$ cat src/rtl/fpu_pkg.sv
// Shared FP32 add/sub types: operand word, result flags and the result record
// carried from the pipe into the collector's FIFO.
package fpu_pkg;

    typedef logic [31:0] fp32_t;

    typedef struct packed {
        logic ovf;
        logic unf;
        logic zero;
    } fpu_flags_t;

    typedef struct packed {
        fp32_t      z;
        fpu_flags_t f;
    } fpu_result_t;

    localparam fp32_t FP32_ZERO = 32'h0000_0000;
    localparam fp32_t FP32_ONE  = 32'h3F80_0000;

endpackage

$ cat src/rtl/fpu_result_fifo.sv
// Synchronous result FIFO; full/empty come from the occupancy count, so the
// pointers may wrap freely.
module fpu_result_fifo
    import fpu_pkg::*;
#(
    parameter int unsigned DEPTH = 4
) (
    input  logic                     clk,
    input  logic                     rst_n,
    input  logic                     push,
    input  fpu_result_t              push_data,
    input  logic                     pop,
    output logic [$clog2(DEPTH):0]   count,
    output fpu_result_t              head
);

    localparam int unsigned AW = (DEPTH > 1) ? $clog2(DEPTH) : 1;
    localparam int unsigned CW = $clog2(DEPTH) + 1;
    localparam logic [CW-1:0] FULL = CW'(DEPTH);

    logic [AW-1:0] wr_ptr;
    logic [AW-1:0] rd_ptr;
    fpu_result_t   mem [DEPTH];
    logic          do_push;
    logic          do_pop;

    function automatic logic [AW-1:0] next_ptr(input logic [AW-1:0] p);
        if (p == AW'(DEPTH - 1)) return '0;
        return p + 1'b1;
    endfunction

    assign do_pop  = pop && (count != '0);
    assign do_push = push && (count != FULL);

    always_ff @(posedge clk or negedge rst_n) begin
        if (!rst_n) begin
            wr_ptr <= '0;
            rd_ptr <= '0;
            count  <= '0;
        end else begin
            if (do_push) wr_ptr <= next_ptr(wr_ptr);
            if (do_pop)  rd_ptr <= next_ptr(rd_ptr);
            case ({do_push, do_pop})
                2'b10:   count <= count + 1'b1;
                2'b01:   count <= count - 1'b1;
                default: count <= count;
            endcase
        end
    end

    // Storage is deliberately unreset; the consumer masks the head while empty.
    always_ff @(posedge clk) begin
        if (do_push) mem[wr_ptr] <= push_data;
    end

    assign head = mem[rd_ptr];

endmodule

$ cat src/rtl/fpu_addsub_issue_collector.sv
// Issue/collect controller for the FP32 add/sub pipe: credit-based issue so the
// non-stalling pipe can never overrun the in-order result FIFO.
module fpu_addsub_issue_collector
    import fpu_pkg::*;
#(
    parameter int unsigned L_ADD = 2,
    parameter int unsigned DEPTH = 4
) (
    input  logic                     clk,
    input  logic                     rst_n,
    input  logic                     s_valid,
    output logic                     s_ready,
    input  logic [31:0]              s_a,
    input  logic [31:0]              s_b,
    input  logic                     s_add_sub,
    output logic                     p_valid_in,
    output logic [31:0]              p_a,
    output logic [31:0]              p_b,
    output logic                     p_add_sub,
    input  logic                     p_valid_out,
    input  logic [31:0]              p_z,
    input  logic                     p_overflow,
    input  logic                     p_underflow,
    input  logic                     p_zero,
    output logic                     m_valid,
    input  logic                     m_ready,
    output logic [31:0]              m_z,
    output logic [2:0]               m_flags,
    output logic [$clog2(DEPTH):0]   o_inflight,
    output logic [$clog2(DEPTH):0]   o_count,
    output logic                     o_err
);

    localparam int unsigned CW = $clog2(DEPTH) + 1;
    localparam logic [CW:0] CREDITS = (CW + 1)'(DEPTH);

    logic [CW-1:0] inflight;
    logic [CW-1:0] count;
    logic [CW:0]   used;
    logic          ready_en;
    logic          err_q;
    logic          issue;
    logic          push;
    logic          stray;
    logic          pop;
    fpu_result_t   push_data;
    fpu_result_t   head;

    // Ready depends only on registered state; ready_en holds it low until the
    // first clock after reset release.
    assign used       = {1'b0, inflight} + {1'b0, count};
    assign s_ready    = ready_en && (used < CREDITS);
    assign issue      = s_valid && s_ready;
    assign p_valid_in = issue;
    assign p_a        = s_a;
    assign p_b        = s_b;
    assign p_add_sub  = s_add_sub;

    assign push  = p_valid_out && (inflight != '0);
    assign stray = p_valid_out && (inflight == '0);
    assign pop   = m_valid && m_ready;

    always_comb begin
        push_data = {p_z, p_overflow, p_underflow, p_zero};
    end

    always_ff @(posedge clk or negedge rst_n) begin
        if (!rst_n) begin
            inflight <= '0;
            err_q    <= 1'b0;
            ready_en <= 1'b0;
        end else begin
            ready_en <= 1'b1;
            err_q    <= err_q | stray;
            case ({issue, push})
                2'b10:   inflight <= inflight + 1'b1;
                2'b01:   inflight <= inflight - 1'b1;
                default: inflight <= inflight;
            endcase
        end
    end

    fpu_result_fifo #(
        .DEPTH (DEPTH)
    ) u_fifo (
        .clk       (clk),
        .rst_n     (rst_n),
        .push      (push),
        .push_data (push_data),
        .pop       (pop),
        .count     (count),
        .head      (head)
    );

    assign m_valid    = (count != '0);
    assign m_z        = m_valid ? head.z : FP32_ZERO;
    assign m_flags    = m_valid ? head.f : '0;
    assign o_inflight = inflight;
    assign o_count    = count;
    assign o_err      = err_q;

    // A pipe without backpressure returns every op after L_ADD cycles.
    assert property (@(posedge clk) disable iff (!rst_n) 32'(inflight) <= L_ADD);

endmodule

$ cat config.mk
export PLATFORM = sky130hd
export DESIGN_NAME = fpu_addsub_issue_collector
export DESIGN_NICKNAME = d
export VERILOG_FILES = /design/src/rtl/fpu_pkg.sv /design/src/rtl/fpu_result_fifo.sv /design/src/rtl/fpu_addsub_issue_collector.sv
export SDC_FILE = /design/constraint.sdc
export NUM_CORES = 1
export LEC_CHECK = 0
export ABC_AREA = 1
export BUFFER_PORTS_ARGS = -buffer_cell sky130_fd_sc_hd__buf_2
export CORE_UTILIZATION = 47
export CTS_CLUSTER_DIAMETER = 150
export DETAILED_ROUTE_END_ITERATION = 8
export PLACE_DENSITY = 0.81
export REMOVE_ABC_BUFFERS = 1
export SETUP_SLACK_MARGIN = 0.2
export SYNTH_ARGS = -nofsm -noshare
export SYNTH_HDL_FRONTEND = slang
export SYNTH_SLANG_ARGS = --single-unit
$ cat constraint.sdc
create_clock -name clk -period 2.7 [get_ports clk]
set_input_delay 0.54 -clock clk [delete_from_list [all_inputs] [get_ports clk]]
set_output_delay 0.54 -clock clk [all_outputs]
set_load 0.01 [all_outputs]
==> results of run 1 <==
==> logic make-up (layout without fill, tap and decap cells) <==
kind of cell,after synthesis,in the layout,synth area share (%)
and+or+nand+nor,285,285,16.14
buffers and inverters,185,227,15.01
DFF,152,152,63.51
AOI/OAI and AO/OA,40,40,2.876
adders and majority gates,11,11,2.152
xor gates and xnor gates,2,2,0.2470
other,1,1,0.05288
==> worst max-delay path, delay by kind of cell (launching register included) <==
kind | cells | cell delay (ps)
flops | 1 | 540
buf+inv | 3 | 540
compound gates | 1 | 230
simple gates | 2 | 160
==> sequential cells by signal (all words and copies together), names as in the netlist <==
| register | cells |
|---|---|
| u_fifo.count | 3 |
| u_fifo.rd_ptr | 2 |
| ready_en | 1 |
| u_fifo.mem | 140 |
| o_err | 1 |
| u_fifo.wr_ptr | 2 |
| o_inflight | 3 |
==> power by group <==
group	switching (mW)	internal (mW)
Combinational	2.24	1.19
Sequential	0.187	3.11
Clock	0.953	1.47
Total	3.38	5.77
==> final timing paths <==
| path | from | end | slack [ps] | depth (start not counted) |
|---|---|---|---|---|
| setup reg to reg | u_fifo.count[1]$_DFFE_PN0P_ | o_inflight[2]$_DFFE_PN0P_ | 560 | 11 |
| hold / removal | p_z[10] | u_fifo.mem[2][13]$_DFFE_PP_ | 320 | 1 |
| hold reg to reg | o_err$_DFF_PN0_ | o_err$_DFF_PN0_ | 480 | 1 |
| max in group asynchronous | rst_n | u_fifo.rd_ptr[0]$_DFFE_PN0P_ | 1910 | 2 |
| min in group asynchronous | rst_n | ready_en$_DFF_PN0_ | 530 | 2 |
| setup / recovery | u_fifo.rd_ptr[0]$_DFFE_PN0P_ | m_z[12] | 240 | 6 |
==> stage by stage <==
stage / area [um^2] / hold WS, ps
2_1_floorplan: 6390 / 244.4
6_report: 7870 / 324.4
3_5_place_dp: 7201 / 447.4
3_3_place_gp: 7201 / 442.7
5_1_grt: 7870 / 309.6
4_1_cts: 7864 / 300.1
==> cell type report <==
| cell class | count | area (um^2) |
|---|---|---|
| Inverter | 95 | 372.9 |
| Clock inverter | 15 | 190.2 |
| Multi-Input combinational cell | 339 | 1553 |
| Timing Repair Buffer | 100 | 589.3 |
| Fill cell | 1255 | 6774 |
| Clock buffer | 17 | 425.4 |
| Sequential cell | 152 | 4509 |
| Tap cell | 184 | 230.2 |
==> synthesized netlist by cell type <==
library cell  count  area (um^2)
buf_6            11        123.9
a31oi_1           1        6.260
nand2_1         228        855.8
nor2_1            7        26.28
a21oi_1          35        175.2
buf_2             6        30.03
inv_2             1        3.750
nand3_1          40        200.2
edfxtp_1        140         4204
buf_4            73        548.0
or2_2             3        18.77
nand4_1           5        31.28
conb_1            1        3.750
xnor2_1           2        17.52
o21bai_1          1        7.510
clkinv_2          1        5.000
nor2_2            1        6.260
ha_1              9        112.6
inv_1            92        345.3
fa_1              2        40.04
nand2_2           1        6.260
o21ai_0           3        15.01
dfrtp_1          12        300.3
inv_6             1        8.760
==> repair_timing <==
item | CTS | global route
hold buffers | 1 | 0
setup buffers | 3 | 0
resized for setup | 5 | 3
hold endpoints to repair | 12 | 0
setup endpoints to repair | 35 | 29
==> per-layer routing <==
metal  vias up  part of all wire [%]  routed length [um]
li1       2168                     -                   -
met1      2182                    41                7531
met2       303                    41                7537
met3        28                    15                2807
met4        10                   1.3                 234
met5         -                   1.2                 218
==> results.cfg, run 1 <==
[global_routing]
grt_max_degree = 71
grtUsageMet2_pct = 32.91
grt_pass1_wl_um = 27270
grt_pass1_vias = 4311
top_usage_layer = met2
grtUsageMet3_pct = 16.49
met1_usage_pct = 31.20
grt.overflow.total = 0
grt_usage_pct = 24.83
antenna_found_initial = 0

[hold_path]
hold_path_class = in2reg

[setup_path]
critPathLaunchType = register
crit_type = reg2out
cp_slowest_cell = dfrtp_4
cp-end-kind = output port
crit_fanout = 26
critPathArrivalTime_ps = 1920
required_ps = 2160
critical_path.cell_chain = buf_8 -> buf_4 -> nand2_1 -> nand3_1 -> a21oi_1 -> buf_2
slowest_delay_ps = 540

[layout]
nets = 821
synthToLayoutAreaGrowth_pct = 10.97
final_cells = 902
final_core_util_pct = 53.74
mostFrequentLayoutCell = nand2_1
layout-drive-gt1-share_pct = 20.19
mostFrequentLayoutCells = nand2_1 (228), edfxtp_1 (140), inv_1 (92)
antenna_cells = 0

[routing]
ant_nets = 0
drc_errors = 12
dr.pass1.iters = 7
wl_um = 18330
drtIter0Drc = 350
routedWlPerCell_um = 20.32
viasPerCell = 5.201
via_count = 4691

[sta]
final.min_clock_period_ps = 2456
slew_viol_final = 0
setup_ws_ps = 243.5
period_share_pct = 90.98
setup-violations-final = 0
finalSetupTns_ps = 0
maxSlewHeadroom_pct = 60.00
timing.fmax_ghz = 0.4071
rsz0062_at_grt = yes
hold_viol = 0
fin_skew_ps = 15.02
worstMarginPinSlew_ps = 599.2

[cts]
root_buffer = clkbuf_16
htreeDepth = 4
clock_sinks = 152
cts_buffers = 17
clk_pin_slew_worst_paths_ps = 60
tritoncts = done
clockBufferDepth = 2
clk-insertion-delay-late_ps = 430

[synthesis]
ys_types = 24
netlist_area_mm2 = 0.007092
ys_warn_count = 0
syn-instance-count = 676
synth-seq-cells = 152
syn_avg_cell_area_um2 = 10.49
yosysSeqAreaShare_pct = 63.51

[floorplanning]
initial_core_util_pct = 48.43
coreArea_mm2 = 0.01464
dieArea_mm2 = 0.01558
rows = 44
die_h_um = 124.8
ioPinCount = 215
die_w_um = 124.8

[power]
leakage_nw = 3.496
irDropWorstVdd_uv = 614.2
totalPowerFinal_mw = 9.150
power-per-cell-area_mw_per_mm2 = 1163

[run_status]
violations = design-rule violations
status = complete, but fails checks

[placed_design]
place_inst = 866
portBuffers = 84
gp_congestion = 0.7711
post-dp-hpwl_um = 12210
dp_slack_ps = 414.0

[run]
drv_cap = 0
(Power assumes the default switching activity.)
==> inputs of run 2 (changes only) <==
--- a/config.mk
+++ b/config.mk
@@ -5,9 +5,8 @@
 export SDC_FILE = /design/constraint.sdc
 export NUM_CORES = 1
 export LEC_CHECK = 0
-export ABC_AREA = 1
 export BUFFER_PORTS_ARGS = -buffer_cell sky130_fd_sc_hd__buf_2
-export CORE_UTILIZATION = 47
+export CORE_UTILIZATION = 46
 export CTS_CLUSTER_DIAMETER = 150
 export DETAILED_ROUTE_END_ITERATION = 8
 export PLACE_DENSITY = 0.81
==> results.cfg, run 2 <==
[synthesis]
syn_avg_cell_area_um2 = 18.62
synth_xor_area_share_pct = 0.8041
synthTopCellsByCount = edfxtp_1 (140), buf_4 (65), mux4_2 (35), and2_1 (34), dfrtp_1 (12)
synth-seq-cells = 152
ys_warn_count = 0
synth_top_family_by_area = multiplexers
ys_async_sr_fraction_pct = 7.895
synth.most_common_cell = edfxtp_1
synth-edff-count = 140
synth_compound_area_share_pct = 0.4404
synth_flop_cell = edfxtp_1
ys_types = 28
synthTopCellsByArea = edfxtp_1 (64%), mux4_2 (12%), buf_4 (7.5%)
synth.area.mux_share_pct = 13.17
syn-instance-count = 351
synthSimpleGateAreaFrac_pct = 4.748
synth_area_leader_cell = edfxtp_1
synthAdderAreaFrac_pct = 2.336
synth.top_cell.area_share_pct = 64.33
yosysSeqAreaShare_pct = 68.93
netlist_area_mm2 = 0.006535

[hold_path]
hold_path_class = in2reg
hold_path_end = o_err$_DFF_PN0_
hp-start = p_valid_out
hold_depth = 2

[setup_path]
crit_type = reg2out
slowest_delay_ps = 510
cp-end-kind = output port
critPathArrivalTime_ps = 2060
required_ps = 2160
r2r_cells = 11
r2r-start = u_fifo.count[2]$_DFFE_PN0P_
crit_fanout = 2
critical_path.cell_chain = ha_1 -> or4b_4 -> a31oi_4 -> and2_4 -> buf_6
critPathLaunchType = register
r2r_end = o_inflight[2]$_DFFE_PN0P_
r2r_setup_slack_ps = 170
cp_slowest_cell = or4b_4

[sta]
slew_viol_final = 0
worstMarginPinSlew_ps = 510.1
setup_ws_ps = 103.8
hold_viol = 0
period_share_pct = 96.16
timing.fmax_ghz = 0.3852
final.min_clock_period_ps = 2596
setup-violations-final = 0
rsz0062_at_grt = yes
fin_skew_ps = 12.70
maxSlewHeadroom_pct = 65.99

[layout]
largest_register_ffs = 140
final_design_area_no_fill_mm2 = 0.007724
layout-drive-gt1-share_pct = 49.52
largest_register = u_fifo.mem
mostFrequentLayoutCells = edfxtp_1 (140), buf_2 (72), mux4_2 (35)
fill_cells = 1068
final_cells = 596
nets = 517
synthToLayoutAreaGrowth_pct = 18.19
final_core_util_pct = 55.64
mostFrequentLayoutCell = edfxtp_1

[routing]
ant_nets = 0
drtIter0Drc = 201
routedWlPerCell_um = 27.44
via_count = 3264
viasPerCell = 5.477
dr.pass1.iters = 4
drc_errors = 0
wl_um = 16350

[global_routing]
grtUsageMet3_pct = 20.77
grt_pass1_vias = 3368
grt_usage_pct = 22.97
top_usage_layer = met2
grt_max_degree = 29
met1_usage_pct = 26.14
grtUsageMet2_pct = 29.00
grt_pass1_wl_um = 22700
grt.overflow.total = 0
antenna_found_initial = 3

[power]
comb_power_share_pct = 37.6
p_seq_share_pct = 35.8
clkPwrFrac_pct = 26.7
p_sw_share_pct = 29.15
p_int_mw = 6.753
irDropWorstVdd_uv = 635.9
totalPowerFinal_mw = 9.532
leakage_nw = 2.817
p_sw_mw = 2.779
power-per-cell-area_mw_per_mm2 = 1234

[floorplanning]
ioPinCount = 215
coreArea_mm2 = 0.01388
initial_core_util_pct = 47.08
die_w_um = 121.2
dieArea_mm2 = 0.01469
die_h_um = 121.2
rows = 43

[placed_design]
gp_congestion = 0.7254
placed_area_mm2 = 0.006741
portBuffers = 84
dp_slack_ps = 196.1
post-dp-hpwl_um = 10720
place_inst = 548

[cts]
clk_pin_slew_worst_paths_ps = 60
clk-insertion-delay-late_ps = 420
htreeDepth = 4
tritoncts = done
clockBufferDepth = 2
clock_sinks = 152
cts_buffers = 17
root_buffer = clkbuf_16

[run_status]
status = finished, final reports clean

[run]
drv_cap = 0
## run 2: logic make-up (layout without fill, tap and decap cells)
| family | after synthesis | count (layout) |
|---|---|---|
| flip-flops | 152 | 152 |
| buffers and inverters | 87 | 150 |
| AND/OR/NAND/NOR | 50 | 50 |
| multiplexers | 41 | 41 |
| adder cells (fa/ha/maj) | 11 | 11 |
| XOR/XNOR | 6 | 6 |
| AO/OA/AOI/OAI | 3 | 3 |
| other | 1 | 3 |
## run 2: final cells by class
| cell class | instances | area, um^2 | share of cell area (%) |
|---|---|---|---|
| repair buffers | 108 | 815.8 | 10.56 |
| inverters | 10 | 37.54 | 0.4860 |
| clock buffers | 17 | 425.4 | 5.508 |
| flip-flops and latches | 152 | 4512 | 58.42 |
| diodes | 2 | 5.005 | 0.06480 |
| multi-input cells | 112 | 1476 | 19.12 |
| clock inverters | 15 | 226.5 | 2.932 |
| well taps | 180 | 225.2 | 2.916 |
## run 2: metal layers
metal / routed length (um) / vias up
met1: 5820 / 1636
met2: 6884 / 227
met3: 3090 / 37
li1: - / 1354
met5: 316 / -
met4: 241 / 10
## run 2: through the flow
stage / hold WS, ps / TNS (ps)
after global routing: 317.2 / 0
after floorplan: 244.4 / -7258
after global placement: 433.1 / 0
after detailed placement: 444.1 / 0
after CTS: 313.6 / 0
final: 338.6 / 0
## run 2: how the worst max path moves through the flow
stage                                 start                         to  slack (ps)
3_5_place_dp      o_inflight[2]$_DFFE_PN0P_  o_inflight[2]$_DFFE_PN0P_         200
6_report        u_fifo.count[2]$_DFFE_PN0P_                 p_valid_in         100
4_1_cts           o_inflight[2]$_DFFE_PN0P_                 p_valid_in         130
5_1_grt           o_inflight[2]$_DFFE_PN0P_  o_inflight[2]$_DFFE_PN0P_          30
2_1_floorplan  u_fifo.rd_ptr[0]$_DFFE_PN0P_                 m_flags[2]        -230
3_3_place_gp      o_inflight[2]$_DFFE_PN0P_  o_inflight[2]$_DFFE_PN0P_         300
## run 2: power by group through the flow
stage	logic (mW)	clock network, mW	registers [mW]
6_report	3.58	2.54	3.41
5_1_grt	3.87	2.68	3.46
4_1_cts	3.13	2.58	3.38
3_5_place_dp	2.89	0	3.49
3_3_place_gp	2.83	0	3.45
2_1_floorplan	1.70	0	3.53
## run 2: critical path: cells and delay by family (launching register included)
kind	cells	cell delay (ps)
AND/OR/NAND/NOR	2	680
flip-flops	1	380
adder cells (fa/ha/maj)	1	300
AO/OA/AOI/OAI	1	180
buffers and inverters	1	90
## run 2: timing repair
action / CTS / global route
hold buffers: 1 / 0
hold endpoints to repair: 12 / 0
cloned: 0 / 3
pin swaps: 2 / 3
buffers inserted: 8 / 2
endpoints found under the setup margin: 38 / 22
resized for setup: 6 / 33
==> inputs of run 3 (changes only) <==
--- a/config.mk
+++ b/config.mk
@@ -5,10 +5,11 @@
 export SDC_FILE = /design/constraint.sdc
 export NUM_CORES = 1
 export LEC_CHECK = 0
-export BUFFER_PORTS_ARGS = -buffer_cell sky130_fd_sc_hd__buf_2
+export BUFFER_PORTS_ARGS = -buffer_cell sky130_fd_sc_hd__buf_4
 export CORE_UTILIZATION = 46
 export CTS_CLUSTER_DIAMETER = 150
 export DETAILED_ROUTE_END_ITERATION = 8
+export GPL_TIMING_DRIVEN = 0
 export PLACE_DENSITY = 0.81
 export REMOVE_ABC_BUFFERS = 1
 export SETUP_SLACK_MARGIN = 0.2
==> results.cfg, run 3 (synthesized netlist as in run 2, its figures left out) <==
[floorplanning]
die_w_um = 121.2
die_h_um = 121.2
rows = 43
ioPinCount = 215
initial_core_util_pct = 47.08
dieArea_mm2 = 0.01469
coreArea_mm2 = 0.01388

[sta]
slew_viol_final = 0
setup-violations-final = 0
final.min_clock_period_ps = 2613
finalSetupTns_ps = 0
rsz0062_at_grt = yes
fin_skew_ps = 9.306
period_share_pct = 96.78
setup_ws_ps = 87.00
whs_ps = 307.2
hold_viol = 0
maxSlewHeadroom_pct = 63.88
worstMarginPinSlew_ps = 541.8
timing.fmax_ghz = 0.3827

[cts]
htreeDepth = 4
clk_pin_slew_worst_paths_ps = 60
clock_sinks = 152
clk-insertion-delay-late_ps = 430
clockBufferDepth = 2
tritoncts = done
cts_buffers = 17
root_buffer = clkbuf_16

[global_routing]
grt_pass1_vias = 3328
grt.overflow.total = 0
grt_usage_pct = 23.04
antenna_found_initial = 0
grt_max_degree = 38
grt_pass1_wl_um = 22540

[run]
drv_cap = 0

[layout]
final_design_area_no_fill_mm2 = 0.007994
largest_register = u_fifo.mem
mostFrequentLayoutCell = edfxtp_1
synthToLayoutAreaGrowth_pct = 22.32
final_core_util_pct = 57.59
final_cells = 595
mostFrequentLayoutCells = edfxtp_1 (140), buf_4 (71), mux4_2 (35)
nets = 518
largest_register_ffs = 140
antenna_cells = 0
layout-drive-gt1-share_pct = 52.53

[routing]
via_count = 3286
drc_errors = 0
ant_nets = 0
dr.pass1.iters = 4
drtIter0Drc = 231
routedWlPerCell_um = 27.22
viasPerCell = 5.523
wl_um = 16200

[power]
power-per-cell-area_mw_per_mm2 = 1238
irDropWorstVdd_uv = 730.7
leakage_nw = 2.922
totalPowerFinal_mw = 9.893

[setup_path]
required_ps = 2160
cp_slowest_cell = or4b_4
crit_fanout = 3
crit_buf_inv = 1
slowest_delay_ps = 520
critPathArrivalTime_ps = 2070
cpLargestDelayFamily = simple AND/OR/NAND/NOR gates
crit_type = reg2out
cp-end-kind = output port
critPathLaunchType = register
critical_path.cell_chain = ha_4 -> or4b_4 -> a31oi_4 -> and2_4 -> buf_6

[placed_design]
dp_slack_ps = -249.5
place_inst = 544
post-dp-hpwl_um = 10530
portBuffers = 84
placed_area_mm2 = 0.006942
gp_congestion = 0.7580

[run_status]
status = finished, final reports clean

[hold_path]
hold_path_class = in2reg
[run 3: cell types whose count changed in the layout (fill, tap and decap cells not counted), sizes merged]
| cell | previous run | this run |
|---|---|---|
| buf | 104 | 107 |
| bufinv | 5 | 3 |
| clkbuf | 20 | 17 |
| clkinv | 4 | 7 |
| clkinvlp | 5 | 4 |
| diode | 2 | 0 |
| or3 | 1 | 2 |
[run 3: routing by layer]
| metal | vias up | wire length, um | global-route usage [%] |
|---|---|---|---|
| met5 | - | 115 | 11.03 |
| met4 | 4 | 295 | 7.793 |
| met3 | 31 | 2594 | 18.47 |
| met2 | 215 | 6729 | 29.71 |
| met1 | 1681 | 6461 | 27.60 |
| li1 | 1355 | - | - |
[run 3: final timing paths]
| kind | start | end | slack [ps] | cells past startpoint |
|---|---|---|---|---|
| setup / recovery | u_fifo.count[2]$_DFFE_PN0P_ | p_valid_in | 90 | 5 |
| hold / removal | p_z[10] | u_fifo.mem[2][13]$_DFFE_PP_ | 310 | 1 |
| setup reg to reg | u_fifo.count[2]$_DFFE_PN0P_ | o_inflight[2]$_DFFE_PN0P_ | 110 | 13 |
| hold reg to reg | o_err$_DFF_PN0_ | o_err$_DFF_PN0_ | 470 | 1 |
| max in group asynchronous | rst_n | u_fifo.rd_ptr[1]$_DFFE_PN0P_ | 2010 | 2 |
| min in group asynchronous | rst_n | u_fifo.count[2]$_DFFE_PN0P_ | 510 | 2 |
[run 3: repair_timing]
| item | in CTS | in global routing |
|---|---|---|
| gates cloned | 3 | 1 |
| buffers inserted | 10 | 4 |
| resized for setup | 25 | 40 |
| pin swaps | 4 | 4 |
| hold buffers | 1 | 0 |
| setup endpoints to repair | 42 | 36 |
| hold endpoints to repair | 12 | 0 |
[run 3: cell type report]
cell class | instances | area, um^2
Fill cell | 1038 | 5887
Sequential cell | 152 | 4513
Multi-Input combinational cell | 113 | 1531
Timing Repair Buffer | 108 | 1082
Clock buffer | 17 | 425.4
Tap cell | 180 | 225.2
Clock inverter | 15 | 178.9
Inverter | 10 | 37.54
[run 3: worst register-to-register path, stage by stage, from the launching register on]
cell and delay [ps]:
dfrtp_2 430, ha_4 240, or4b_4 520, a31oi_4 200
buf_4 140, buf_6 80, buf_6 80, nand2_4 40
ha_4 150, inv_2 50, fa_1 180, xor2_1 150
nor2_1 70, xor2_1 140
[run 3: power by group]
| part | internal (mW) | switching [mW] | leakage, nW | total (mW) |
|---|---|---|---|---|
| Combinational | 2.40 | 1.75 | 1.22 | 4.15 |
| Clock | 1.45 | 0.923 | 0.285 | 2.37 |
| Sequential | 3.15 | 0.213 | 1.41 | 3.37 |
| Total | 7.01 | 2.89 | 2.92 | 9.89 |
